**config.mk**
```make
export PLATFORM = sky130hd
export DESIGN_NAME = hp_bar_animator_flat
export DESIGN_NICKNAME = d
export VERILOG_FILES = /design/src/rtl/hp_bar_animator_if.sv /design/src/rtl/hp_bar_animator.sv /design/src/flat_wrapper.sv
export SDC_FILE = /design/constraint.sdc
export NUM_CORES = 1
export LEC_CHECK = 0
export ABC_CLOCK_PERIOD_IN_PS = 15600
export CAP_MARGIN = 40
export CORE_ASPECT_RATIO = 1.2
export CORE_MARGIN = 2
export CORE_UTILIZATION = 70
export DETAILED_ROUTE_END_ITERATION = 16
export DONT_BUFFER_PORTS = 1
export PLACE_DENSITY = 0.91
export REMOVE_ABC_BUFFERS = 1
export SETUP_SLACK_MARGIN = 0.1
export SYNTH_ARGS = -nofsm -noshare
export SYNTH_HDL_FRONTEND = slang
export SYNTH_SLANG_ARGS = --single-unit
```
**constraint.sdc**
```tcl
create_clock -name Clk -period 15.6 [get_ports Clk]
set_clock_uncertainty 0.15 [all_clocks]
set_input_delay 0 -clock Clk [delete_from_list [all_inputs] [get_ports Clk]]
set_output_delay 0 -clock Clk [all_outputs]
set_load 0.005 [all_outputs]
```
**src/rtl/hp_bar_animator_if.sv**
```systemverilog
// Control bus between battle logic and the HP bar animator.
interface hp_bar_animator_if;
  logic       load;
  logic       snap;
  logic [7:0] target_hp;
  logic [7:0] max_hp;
  logic       busy;
  logic       done;
  logic [7:0] disp_hp;

  modport master (
    output load, snap, target_hp, max_hp,
    input  busy, done, disp_hp
  );

  modport slave (
    input  load, snap, target_hp, max_hp,
    output busy, done, disp_hp
  );
endinterface

```
**src/rtl/hp_bar_animator.sv**
```systemverilog
// HP bar overlay: animates displayed HP toward a target once per frame,
// recomputes the fill width with an 8-cycle restoring divider, and draws
// the bar combinationally from DrawX/DrawY against registered state.
module hp_bar_animator #(
  parameter logic [9:0] BAR_X = 10'd400,
  parameter logic [9:0] BAR_Y = 10'd300,
  parameter logic [7:0] BAR_W = 8'd100,
  parameter logic [9:0] BAR_H = 10'd6,
  parameter logic [7:0] STEP  = 8'd1
) (
  input  logic                     Clk,
  input  logic                     Reset,
  input  logic                     frame_clk,
  input  logic [9:0]               DrawX,
  input  logic [9:0]               DrawY,
  hp_bar_animator_if.slave         bus,
  output logic                     is_battleinfo_bar,
  output logic [7:0]               hp_r,
  output logic [7:0]               hp_g,
  output logic [7:0]               hp_b
);

  localparam int unsigned HP_W   = 8;
  localparam int unsigned PROD_W = 16;
  localparam int unsigned PIX_W  = 11;

  typedef enum logic [2:0] {
    S_IDLE,
    S_WAIT_FRAME,
    S_STEP,
    S_DIV,
    S_FINISH
  } state_e;

  state_e            state_q, state_d;
  logic              busy_q, busy_d;
  logic              done_q, done_d;
  logic [HP_W-1:0]   disp_q, disp_d;
  logic [HP_W-1:0]   tgt_q, tgt_d;
  logic [HP_W-1:0]   max_q, max_d;
  logic [HP_W-1:0]   fill_q, fill_d;
  logic [HP_W-1:0]   rem_q, rem_d;
  logic [HP_W-1:0]   nlo_q, nlo_d;
  logic [HP_W-1:0]   quo_q, quo_d;
  logic [2:0]        cnt_q, cnt_d;
  logic              frame_clk_q;

  logic              rise;
  logic              div_start;
  logic [HP_W-1:0]   tgt_clamp;
  logic [HP_W:0]     down9, up9, trial;
  logic              ge;
  logic [PROD_W-1:0] prod;

  assign rise = frame_clk & ~frame_clk_q;

  assign bus.busy    = busy_q;
  assign bus.done    = done_q;
  assign bus.disp_hp = disp_q;

  // Frame edge detector register.
  always_ff @(posedge Clk) begin
    if (Reset) frame_clk_q <= 1'b0;
    else       frame_clk_q <= frame_clk;
  end

  // State and datapath registers.
  always_ff @(posedge Clk) begin
    if (Reset) begin
      state_q <= S_IDLE;
      busy_q  <= 1'b0;
      done_q  <= 1'b0;
      disp_q  <= '0;
      tgt_q   <= '0;
      max_q   <= '0;
      fill_q  <= '0;
      rem_q   <= '0;
      nlo_q   <= '0;
      quo_q   <= '0;
      cnt_q   <= '0;
    end else begin
      state_q <= state_d;
      busy_q  <= busy_d;
      done_q  <= done_d;
      disp_q  <= disp_d;
      tgt_q   <= tgt_d;
      max_q   <= max_d;
      fill_q  <= fill_d;
      rem_q   <= rem_d;
      nlo_q   <= nlo_d;
      quo_q   <= quo_d;
      cnt_q   <= cnt_d;
    end
  end

  // Next-state, HP stepping and divider iteration.
  always_comb begin
    state_d   = state_q;
    busy_d    = busy_q;
    done_d    = 1'b0;
    disp_d    = disp_q;
    tgt_d     = tgt_q;
    max_d     = max_q;
    fill_d    = fill_q;
    rem_d     = rem_q;
    nlo_d     = nlo_q;
    quo_d     = quo_q;
    cnt_d     = cnt_q;
    div_start = 1'b0;
    tgt_clamp = (bus.target_hp > bus.max_hp) ? bus.max_hp : bus.target_hp;
    down9     = {1'b0, disp_q} - {1'b0, STEP};
    up9       = {1'b0, disp_q} + {1'b0, STEP};
    trial     = {rem_q, nlo_q[HP_W-1]};
    ge        = (trial >= {1'b0, max_q});
    prod      = '0;

    case (state_q)
      S_IDLE: begin
        if (bus.load) begin
          tgt_d  = tgt_clamp;
          max_d  = bus.max_hp;
          busy_d = 1'b1;
          if (bus.snap) begin
            disp_d    = tgt_clamp;
            div_start = 1'b1;
            state_d   = S_DIV;
          end else begin
            state_d = S_WAIT_FRAME;
          end
        end
      end
      S_WAIT_FRAME: begin
        if (rise) state_d = S_STEP;
      end
      S_STEP: begin
        // 9-bit arithmetic: a borrow or carry clamps to the target.
        if (disp_q > tgt_q) begin
          if (down9[HP_W] || (down9[HP_W-1:0] < tgt_q)) disp_d = tgt_q;
          else                                           disp_d = down9[HP_W-1:0];
        end else if (disp_q < tgt_q) begin
          if (up9 > {1'b0, tgt_q}) disp_d = tgt_q;
          else                     disp_d = up9[HP_W-1:0];
        end
        div_start = 1'b1;
        state_d   = S_DIV;
      end
      S_DIV: begin
        rem_d = ge ? HP_W'(trial - {1'b0, max_q}) : trial[HP_W-1:0];
        nlo_d = {nlo_q[HP_W-2:0], 1'b0};
        quo_d = {quo_q[HP_W-2:0], ge};
        cnt_d = cnt_q + 3'd1;
        if (cnt_q == 3'd7) state_d = S_FINISH;
      end
      S_FINISH: begin
        // Displayed HP above the latched max (max lowered mid-animation)
        // would overflow the 8-bit quotient; pin the bar full instead.
        if (max_q == '0)         fill_d = '0;
        else if (disp_q > max_q) fill_d = BAR_W;
        else                     fill_d = quo_q;
        if (disp_q == tgt_q) begin
          done_d  = 1'b1;
          busy_d  = 1'b0;
          state_d = S_IDLE;
        end else begin
          state_d = S_WAIT_FRAME;
        end
      end
      default: state_d = S_IDLE;
    endcase

    // Seed the divider from the HP value being written this cycle; the
    // high numerator byte is already below the divisor when disp <= max,
    // so eight iterations yield the full quotient.
    if (div_start) begin
      prod  = PROD_W'(disp_d) * PROD_W'(BAR_W);
      rem_d = prod[PROD_W-1:HP_W];
      nlo_d = prod[HP_W-1:0];
      quo_d = '0;
      cnt_d = '0;
    end
  end

  logic [PIX_W-1:0] px_x, px_y, bx, by, bx_end, by_end, five_fill, two_fill;
  logic             in_outer, in_inner;

  // Bar geometry and colour selection.
  always_comb begin
    px_x      = {1'b0, DrawX};
    px_y      = {1'b0, DrawY};
    bx        = {1'b0, BAR_X};
    by        = {1'b0, BAR_Y};
    bx_end    = bx + PIX_W'(BAR_W);
    by_end    = by + PIX_W'(BAR_H);
    five_fill = PIX_W'(fill_q) * PIX_W'(5);
    two_fill  = PIX_W'(fill_q) * PIX_W'(2);
    in_outer  = (px_x + PIX_W'(1) >= bx) && (px_x <= bx_end) &&
                (px_y + PIX_W'(1) >= by) && (px_y <= by_end);
    in_inner  = (px_x >= bx) && (px_x < bx_end) &&
                (px_y >= by) && (px_y < by_end);

    is_battleinfo_bar = in_outer;
    hp_r = 8'h00;
    hp_g = 8'h00;
    hp_b = 8'h00;
    if (in_inner) begin
      if ((px_x - bx) < PIX_W'(fill_q)) begin
        if (five_fill <= PIX_W'(BAR_W)) begin
          hp_r = 8'hf8; hp_g = 8'h38; hp_b = 8'h08;
        end else if (two_fill <= PIX_W'(BAR_W)) begin
          hp_r = 8'hf8; hp_g = 8'hd0; hp_b = 8'h08;
        end else begin
          hp_r = 8'h38; hp_g = 8'hb8; hp_b = 8'h18;
        end
      end else begin
        hp_r = 8'h50; hp_g = 8'h50; hp_b = 8'h50;
      end
    end
  end

endmodule

```
**src/flat_wrapper.sv**
```systemverilog
// flat-port wrapper written by rule: the top's interface ports become plain ports
module hp_bar_animator_flat 
#(
  parameter logic [9:0] BAR_X = 10'd400,
  parameter logic [9:0] BAR_Y = 10'd300,
  parameter logic [7:0] BAR_W = 8'd100,
  parameter logic [9:0] BAR_H = 10'd6,
  parameter logic [7:0] STEP  = 8'd1
)
  (Clk, Reset, frame_clk, DrawX, DrawY, is_battleinfo_bar, hp_r, hp_g, hp_b, bus_load, bus_snap, bus_target_hp, bus_max_hp, bus_busy, bus_done, bus_disp_hp);
  hp_bar_animator_if bus_i ();
  input  logic Clk;
  input  logic Reset;
  input  logic frame_clk;
  input  logic [9:0] DrawX;
  input  logic [9:0] DrawY;
  output logic is_battleinfo_bar;
  output logic [7:0] hp_r;
  output logic [7:0] hp_g;
  output logic [7:0] hp_b;
  input wire logic [$bits(bus_i.load)-1:0] bus_load;
  input wire logic [$bits(bus_i.snap)-1:0] bus_snap;
  input wire logic [$bits(bus_i.target_hp)-1:0] bus_target_hp;
  input wire logic [$bits(bus_i.max_hp)-1:0] bus_max_hp;
  output wire logic [$bits(bus_i.busy)-1:0] bus_busy;
  output wire logic [$bits(bus_i.done)-1:0] bus_done;
  output wire logic [$bits(bus_i.disp_hp)-1:0] bus_disp_hp;
  assign bus_i.load = bus_load;
  assign bus_i.snap = bus_snap;
  assign bus_i.target_hp = bus_target_hp;
  assign bus_i.max_hp = bus_max_hp;
  assign bus_busy = bus_i.busy;
  assign bus_done = bus_i.done;
  assign bus_disp_hp = bus_i.disp_hp;
  hp_bar_animator #(.BAR_X(BAR_X), .BAR_Y(BAR_Y), .BAR_W(BAR_W), .BAR_H(BAR_H), .STEP(STEP)) u_core (.Clk(Clk), .Reset(Reset), .frame_clk(frame_clk), .DrawX(DrawX), .DrawY(DrawY), .bus(bus_i), .is_battleinfo_bar(is_battleinfo_bar), .hp_r(hp_r), .hp_g(hp_g), .hp_b(hp_b));
endmodule
```
==> results of run 1 <==
area by class of cell:
cell class	count	share of cell area
timing repair buffer	34	0.0526
multi-input combinational	616	0.674
inverter	46	0.0262
clock inverter	7	0.0144
sequential	63	0.191
tap	117	0.0222
clock buffer	9	0.0188
worst paths after layout:
path / endpoint / slack (ps) / startpoint / depth (start not counted)
max: u_core.rem_q[6] / 8610 / u_core.bus.disp_hp[2] / 22
min: is_battleinfo_bar / 6 / DrawY[9] / 3
max reg2reg: u_core.rem_q[6] / 8610 / u_core.bus.disp_hp[2] / 22
min reg2reg: u_core.quo_q[7] / 310 / u_core.quo_q[7] / 2
cell families after synthesis:
logic type,after synthesis,share of synthesized area
xor+xnor,25,0.0361
flops,63,0.208
buf+inv,88,0.0663
fa+ha+maj,107,0.227
mux,14,0.0238
simple gates,240,0.196
other cells,1,0.000619
compound gates,219,0.242
metal layers:
layer / vias to the layer above / track usage / part of all wire
li1: 2786 / - / -
met3: 87 / 0.0745 / 0.091
met1: 2793 / 0.466 / 0.37
met4: 0 / 0.207 / 0.048
met5: - / 0 / 0
met2: 391 / 0.672 / 0.49
worst max-delay path: cells and delay by family (launching register included):
family / cells / cell delay, ps
compound gates: 9 / 2110
xor+xnor: 2 / 350
fa+ha+maj: 5 / 1920
flops: 1 / 730
mux: 1 / 360
simple gates: 5 / 1220
through the flow:
stage | setup WS (ps) | hold slack, ps
after floorplan | 9960 | -81.1
after global placement | 9480 | -74.5
after detailed placement | 9190 | -74.5
after CTS | 8930 | 0.743
after global routing | 8380 | 22.4
final | 8610 | 5.92
placed cells by master, fill, tap and decap left out, types with 8 or more instances in the layout:
cell / instances
a211o_1: 9
a211oi_1: 17
a21oi_1: 69
a22oi_1: 8
and2_1: 8
clkbuf_8: 9
conb_1: 11
dfxtp_1: 63
dlygate4sd3_1: 30
ha_1: 102
inv_1: 46
mux2i_1: 11
nand2_1: 85
nand3_1: 14
nand4_1: 14
nor2_1: 47
nor2b_1: 12
nor3_1: 16
nor4_1: 8
o211ai_1: 13
o21a_1: 11
o21ai_0: 34
xnor2_1: 17
xor2_1: 8
power by group:
| part | switching, mW | internal [mW] | leakage (nW) | total, mW |
|---|---|---|---|---|
| registers | 0.0382 | 0.184 | 0.514 | 0.222 |
| logic | 0.412 | 0.282 | 2.22 | 0.694 |
| clock network | 0.0703 | 0.0904 | 0.110 | 0.161 |
flip-flops by register name, indices dropped and copies added, names as in the netlist, 3 cells and up:
signal	flops
u_core.bus.disp_hp	8
u_core.cnt_q	3
u_core.fill_q	8
u_core.max_q	8
u_core.nlo_q	6
u_core.quo_q	8
u_core.rem_q	8
u_core.state_q	3
u_core.tgt_q	8
==> metrics, run 1 <==
status finished, final reports clean; synth top area cells ha_1 (21%), dfxtp_1 (21%), a21oi_1 (5.7%); Pwr Density 163 nW/um^2; ANT cells 0; IO Count 76; via count 6,057; Yosys warnings 0; synthesized netlist cell count 757; area occupied by multi-input gates 4440 um^2; Finished Cell Area 6590 um^2; Least-Margin Pin Slew 823 ps; row cnt 37; critical path's most frequent cell ha_1; Area after DPL 6050 um^2; hpwl dp 12,600 um; layout cell share with drive strength beyond 1 0.0439; Leakage 2.84 nW; Slew Limit Fails 0; worst vdd ir 127 uV; Initial Util 0.715; GRT overflow 0; worst-path cell with the longest stage delay dfxtp_1; Synth Flop Type dfxtp_1; Inst Count DP 845; final hold violation count 0; GRT Util Overall 0.397; global-route wire length before repair 29,100 um; CP max FO 14; die extent in y 106 um; CP Cell Sequence and4_1 > nand2_1 > xnor2_1 > ha_1 > a21o_1 > a21oi_1 > nor3b_1 > o21a_1 > mux2_2 > a22oi_1 > nand4_1 > ha_1 > ha_1 > fa_1 > ha_1 > nor2b_1 > o21ai_0 > a21oi_1 > o41ai_1 > xnor2_1 > a32oi_1 > a21oi_1; largest net degree at the start of global routing 45; number of gates resized after CTS 0; CTS buffer count 9; setup TNS 0 ps; root buf cell clkbuf_8; FILL cells 583; fin crit share 0.448; crit end category flop; unrepaired setup endpoints after global routing no; gpl congestion 0.968; Core Util, Final 0.777; Total Nets Final 918; Die X 88.9 um; mapped cell area 6060 um^2; Hold Path Class input port to output pin; postcts setup bufs 0; Crit Path Class flop to flop; Post-synth EDFFs 0; Synth Register Bits 63; Yosys top cell area share 0.211; Crit path largest cell delay 730 ps; area grow syn2layout 8.74%; Arr. time, crit path 7050 ps; Clock Latency Late Sink 360 ps; die area 9420 um^2; clock sinks 63; Register Area 1260 um^2; H-tree lvl count 3; Synth async-reset ratio 0; Synth area leader ha_1; vias in the first global route 5,953; CTS tree done; initial antenna violation count 0; total power 1.08 mW; Period minus WS final 6990 ps; cell with the most instances after synthesis ha_1; register area share after synthesis 0.208; Yosys cell types 67; Core Region 8470 um^2; endpoints failing setup 0; final std cells w/o fill 892; WL final 18,400 um; CTS Buffer Depth 2; detailed-route DRC error count 0; DRT Pass-1 Iters 6; Reg clk slew, reported paths 80 ps; Max-slew headroom 0.449; max cap viols 0; CP Launch Type flop; CP required 15,670 ps; Fmax 143 MHz; commonest cells in the netlist ha_1 (102), nand2_1 (85), a21oi_1 (69), dfxtp_1 (63), nor2_1 (47); Mean Syn Cell Area 8.00 um^2; initial DRC count 756; post-route ant nets 0; Via-to-Cell Ratio 6.79; drt wl/cell 20.6 um; hold buffer count at CTS 31; port bufs 0
Note: power is estimated with default switching activity, not from simulation.
==> run 2: changes to the inputs <==
--- a/config.mk
+++ b/config.mk
@@ -5,14 +5,14 @@
 export SDC_FILE = /design/constraint.sdc
 export NUM_CORES = 1
 export LEC_CHECK = 0
-export ABC_CLOCK_PERIOD_IN_PS = 15600
+export ABC_CLOCK_PERIOD_IN_PS = 7300
 export CAP_MARGIN = 40
 export CORE_ASPECT_RATIO = 1.2
 export CORE_MARGIN = 2
-export CORE_UTILIZATION = 70
+export CORE_UTILIZATION = 66
 export DETAILED_ROUTE_END_ITERATION = 16
 export DONT_BUFFER_PORTS = 1
-export PLACE_DENSITY = 0.91
+export PLACE_DENSITY = 0.87
 export REMOVE_ABC_BUFFERS = 1
 export SETUP_SLACK_MARGIN = 0.1
 export SYNTH_ARGS = -nofsm -noshare
==> constraint.sdc (replaced) <==
create_clock -name Clk -period 7.3 [get_ports Clk]
set_clock_uncertainty 0.15 [all_clocks]
set_input_delay 0 -clock Clk [delete_from_list [all_inputs] [get_ports Clk]]
set_output_delay 0 -clock Clk [all_outputs]
set_load 0.005 [all_outputs]
==> metrics, run 2 (same netlist as run 1, synthesis figures left out) <==
post-route ant nets 0 (unchanged); failing checks hold timing; die area 9960 um^2 (was 9420 um^2); CP max FO 14 (unchanged); GRT overflow 0 (unchanged); DRT Pass-1 Iters 7 (was 6); port bufs 0 (unchanged); crit end category flop (unchanged); vias in the first global route 5,743 (was 5,953); WL final 16,900 um (was 18,400 um); CTS Buffer Depth 2 (unchanged); final hold violation count 1 (was 0); initial antenna violation count 0 (unchanged); CTS buffer count 9 (unchanged); max cap viols 0 (unchanged); Arr. time, crit path 6810 ps (was 7050 ps); endpoints failing setup 0 (unchanged); Hold Path Class input port to output pin (unchanged); CP Launch Type flop (unchanged); Finished Cell Area 6540 um^2 (was 6590 um^2); layout cell share with drive strength beyond 1 0.0417 (was 0.0439); row cnt 38 (was 37); Max-slew headroom 0.498 (was 0.449); fin crit share 0.913 (was 0.448); Inst Count DP 848 (was 845); CTS tree done (unchanged); Least-Margin Pin Slew 750 ps (was 823 ps); Total Nets Final 911 (was 918); Area after DPL 6050 um^2 (unchanged); GRT Util Overall 0.337 (was 0.397); largest net degree at the start of global routing 45 (unchanged); CP required 7440 ps (was 15,670 ps); status finished, violations left (was finished, final reports clean); drt wl/cell 19.1 um (was 20.6 um); worst vdd ir 219 uV (was 127 uV); final std cells w/o fill 887 (was 892); number of gates resized after CTS 0 (unchanged); Period minus WS final 6670 ps (was 6990 ps); Clock Latency Late Sink 350 ps (was 360 ps); ANT cells 0 (unchanged); Crit Path Class flop to flop (unchanged); hpwl dp 12,200 um (was 12,600 um); total power 2.25 mW (was 1.08 mW); clock sinks 63 (unchanged); most common cell after layout, fill and taps aside ha_1 (unchanged); Via-to-Cell Ratio 6.60 (was 6.79); gpl congestion 1.00 (was 0.968); Reg clk slew, reported paths 70 ps (was 80 ps); initial DRC count 456 (was 756); Pwr Density 344 nW/um^2 (was 163 nW/um^2); setup TNS 0 ps (unchanged); global-route wire length before repair 26,800 um (was 29,100 um); H-tree lvl count 3 (unchanged); die extent in y 109 um (was 106 um); via count 5,850 (was 6,057); IO Count 76 (unchanged); Core Region 8990 um^2 (was 8470 um^2); Die X 91.5 um (was 88.9 um); root buf cell clkbuf_8 (unchanged); detailed-route DRC error count 0 (unchanged); most frequent cells in the layout ha_1 (102), nand2_1 (85), a21oi_1 (69), dfxtp_1 (63), nor2_1 (47) (unchanged); Fmax 150 MHz (was 143 MHz); Initial Util 0.674 (was 0.715); unrepaired setup endpoints after global routing no (unchanged); Leakage 2.82 nW (was 2.84 nW); Fin Hold WS -2.70 ps (was 5.92 ps); Slew Limit Fails 0 (unchanged); area grow syn2layout 8.01% (was 8.74%)
run 2: cell types whose count changed in the layout (fill, tap and decap cells not counted), sizes merged:
cell | previous run | this run
dlygate4sd3 | 30 | 23
clkinv | 2 | 0
clkinvlp | 1 | 0
bufinv | 2 | 3
inv | 48 | 46
clkbuf | 9 | 12
run 2: layout make-up:
class	instances	area [um^2]
Tap cell	120	150
Fill cell	685	2440
Multi-Input combinational cell	616	4440
Clock inverter	3	90.1
Clock buffer	12	155
Inverter	46	173
Sequential cell	63	1260
Timing Repair Buffer	27	273
run 2: critical path, stage by stage, from the launching register on:
cell           delay, ps
dfxtp_1              690
and4_1               320
nand2_1               80
xnor2_1              210
ha_1                 320
a21o_1               190
a21oi_1              210
nor3b_1              320
o21a_1               260
mux2_2               360
a22oi_1              300
nand4_1              220
ha_1                 360
ha_1                 320
fa_1                 480
ha_1                 340
nor2b_1              140
o21ai_0              220
nor2b_1              200
xnor2_1              140
nand2_1               70
a31oi_1              150
dlygate4sd3_1        560
run 2: stage by stage:
stage	setup slack (ps)	hold WS, ps	util
floorplan	1660	-81.1	-
global placement	1170	-76.6	0.673
detailed placement	984	-74.6	0.673
CTS	744	1.95	0.728
global route	181	10.6	0.728
finish	633	-2.70	0.728
run 2: worst paths after layout:
path                                       startpoint                 to  slack [ps]  cells after the start
worst max register to register  u_core.bus.disp_hp[2]    u_core.rem_q[2]         630                     22
worst min register to register        u_core.rem_q[7]    u_core.rem_q[7]         310                      2
worst min-delay path                         DrawY[9]  is_battleinfo_bar          -3                      3
worst max-delay path            u_core.bus.disp_hp[2]    u_core.rem_q[2]         630                     22
run 2: timing repair:
| action | in CTS | in global routing |
|---|---|---|
| endpoints found under the hold margin | 52 | 0 |
| setup buffers | 0 | 0 |
| hold buffers | 24 | 0 |
run 2: layer usage:
layer | vias up | share of wire | track usage | wire [um]
li1 | 2760 | - | - | -
met1 | 2746 | 0.39 | 0.375 | 6520
met2 | 272 | 0.50 | 0.616 | 8390
met3 | 72 | 0.065 | 0.0422 | 1090
met4 | 0 | 0.054 | 0.202 | 919
met5 | - | 0 | 0 | 0
run 2: where the power goes:
group / total [mW] / internal [mW] / switching (mW) / leakage, nW
combinational: 1.40 / 0.584 / 0.814 / 2.19
clock: 0.379 / 0.244 / 0.135 / 0.123
sequential: 0.475 / 0.392 / 0.0829 / 0.514
==> run 3: changes to the inputs <==
--- a/config.mk
+++ b/config.mk
@@ -12,6 +12,7 @@
 export CORE_UTILIZATION = 66
 export DETAILED_ROUTE_END_ITERATION = 16
 export DONT_BUFFER_PORTS = 1
+export GPL_TIMING_DRIVEN = 0
 export PLACE_DENSITY = 0.87
 export REMOVE_ABC_BUFFERS = 1
 export SETUP_SLACK_MARGIN = 0.1
==> metrics, run 3 (same netlist as run 1, synthesis figures left out) <==
H-tree lvl count 3 (unchanged); Crit path largest cell delay 710 ps (was 690 ps); IO Count 76 (unchanged); DRT Pass-1 Iters 6 (was 7); port bufs 0 (unchanged); clock sinks 63 (unchanged); Leakage 2.83 nW (was 2.82 nW); Max-slew headroom 0.521 (was 0.498); drt wl/cell 19.5 um (was 19.1 um); hpwl dp 12,000 um (was 12,200 um); Hold Path Class input port to output pin (unchanged); worst-path cell with the longest stage delay dfxtp_1 (unchanged); initial antenna violation count 0 (unchanged); vias in the first global route 5,989 (was 5,743); Fin Hold WS -0.529 ps (was -2.70 ps); layout cell share with drive strength beyond 1 0.0427 (was 0.0417); CP max FO 14 (unchanged); die area 9960 um^2 (unchanged); via count 5,992 (was 5,850); GRT Util Overall 0.351 (was 0.337); number of buffers and inverters on the critical path 0 (was 1); CP Launch Type flop (unchanged); largest net degree at the start of global routing 45 (unchanged); Finished Cell Area 6570 um^2 (was 6540 um^2); Fmax 150 MHz (about the same); Total Nets Final 917 (was 911); initial DRC count 469 (was 456); final hold violation count 1 (unchanged); most common cell after layout, fill and taps aside ha_1 (unchanged); Via-to-Cell Ratio 6.71 (was 6.60); crit end category flop (unchanged); post-route ant nets 0 (unchanged); critical path's most frequent cell ha_1 (unchanged); total power 2.20 mW (was 2.25 mW); Core Region 8990 um^2 (unchanged); final std cells w/o fill 893 (was 887); CP Cell Sequence and4_1 > nand2_1 > xnor2_1 > ha_1 > a21o_1 > a21oi_1 > nor3b_1 > o21a_1 > mux2_2 > a22oi_1 > nand4_1 > ha_1 > ha_1 > fa_1 > ha_1 > nor2b_1 > o21ai_0 > a21oi_1 > o41ai_1 > xnor2_1 > a32oi_1 > a21oi_1 (was and4_1 > nand2_1 > xnor2_1 > ha_1 > a21o_1 > a21oi_1 > nor3b_1 > o21a_1 > mux2_2 > a22oi_1 > nand4_1 > ha_1 > ha_1 > fa_1 > ha_1 > nor2b_1 > o21ai_0 > nor2b_1 > xnor2_1 > nand2_1 > a31oi_1 > dlygate4sd3_1); GRT overflow 0 (unchanged); CTS tree done (unchanged); Least-Margin Pin Slew 716 ps (was 750 ps); CTS buffer count 9 (unchanged); status finished, violations left (unchanged); detailed-route DRC error count 0 (unchanged); CP required 7380 ps (was 7440 ps); endpoints failing setup 0 (unchanged); Reg clk slew, reported paths 70 ps (about the same); Initial Util 0.674 (unchanged); failing checks hold timing (unchanged); area occupied by multi-input gates 4440 um^2 (about the same); CTS Buffer Depth 2 (unchanged); Arr. time, crit path 6730 ps (was 6810 ps); Slew Limit Fails 0 (unchanged); Period minus WS final 6650 ps (was 6670 ps); unrepaired setup endpoints after global routing no (unchanged); setup TNS 0 ps (unchanged); fin crit share 0.911 (was 0.913); die extent in y 109 um (unchanged); Die X 91.5 um (unchanged); Core Util, Final 0.731 (was 0.728); Pwr Density 335 nW/um^2 (was 344 nW/um^2); FILL cells 657 (was 685); Clock Latency Late Sink 350 ps (about the same); most frequent cells in the layout ha_1 (102), nand2_1 (85), a21oi_1 (69), dfxtp_1 (63) (was ha_1 (102), nand2_1 (85), a21oi_1 (69), dfxtp_1 (63), nor2_1 (47)); Register Area 1260 um^2 (unchanged); Inst Count DP 848 (unchanged); area grow syn2layout 8.41% (was 8.01%); WL final 17,400 um (was 16,900 um); gpl congestion 0.983 (was 1.00); max cap viols 0 (unchanged); worst vdd ir 249 uV (was 219 uV); root buf cell clkbuf_8 (unchanged); Crit Path Class flop to flop (unchanged); global-route wire length before repair 28,000 um (was 26,800 um); ANT cells 0 (unchanged); row cnt 38 (unchanged); Area after DPL 6060 um^2 (was 6050 um^2); top cell family by delay on the critical path compound AO/OA/AOI/OAI gates (was adder cells)
==> run 3: changes by cell type in the layout (fill, tap and decap cells not counted), sizes merged <==
cell         delta
dlygate4sd3     +6
bufinv          -2
clkinv          +1
clkinvlp        +1
==> run 3: what timing repair did <==
action / 4_1_cts / 5_1_grt
setup buffers: 0 / 0
hold endpoints to repair: 52 / 0
resized for setup: 0 / 0
hold buffers: 30 / 0
==> run 3: metrics by stage <==
stage / hold slack [ps] / worst slack [ps]
2_1_floorplan: -81.1 / 1660
3_3_place_gp: -72.7 / 907
3_5_place_dp: -71.9 / 815
4_1_cts: 1.90 / 800
5_1_grt: 24.3 / 250
6_report: -0.529 / 652
==> run 3: cell type report <==
| class | instances | area share |
|---|---|---|
| sequential | 63 | 0.192 |
| multi-input combinational | 616 | 0.677 |
| timing repair buffer | 33 | 0.0520 |
| inverter | 46 | 0.0263 |
| clock inverter | 3 | 0.00648 |
| tap | 120 | 0.0229 |
| clock buffer | 12 | 0.0236 |
==> run 3: path summary, 6_finish.rpt <==
| check | start | cells past startpoint | slack (ps) | endpoint |
|---|---|---|---|---|
| setup reg to reg | u_core.bus.disp_hp[2] | 22 | 650 | u_core.rem_q[6] |
| hold reg to reg | u_core.cnt_q[1] | 2 | 320 | u_core.cnt_q[1] |
| hold / removal | DrawY[9] | 3 | -0.5 | is_battleinfo_bar |
| setup / recovery | u_core.bus.disp_hp[2] | 22 | 650 | u_core.rem_q[6] |
==> run 3: tightest hold or removal path, cell delays in order <==
cell and delay (ps):
a211oi_1 30, o31ai_1 60, nor4_1 60
==> run 3: per-layer routing <==
layer,GRT usage,wire length (um),vias to the layer above,share of wire
li1,-,-,2777,-
met1,0.380,6360,2781,0.37
met2,0.647,8610,344,0.50
met3,0.0594,1480,90,0.085
met4,0.196,926,0,0.053
met5,0,0,-,0
==> run 3: power breakdown <==
| part | switching (mW) | total [mW] | internal [mW] |
|---|---|---|---|
| Combinational | 0.822 | 1.41 | 0.586 |
| Sequential | 0.0872 | 0.480 | 0.392 |
| Clock | 0.137 | 0.311 | 0.174 |
| Total | 1.05 | 2.20 | 1.15 |
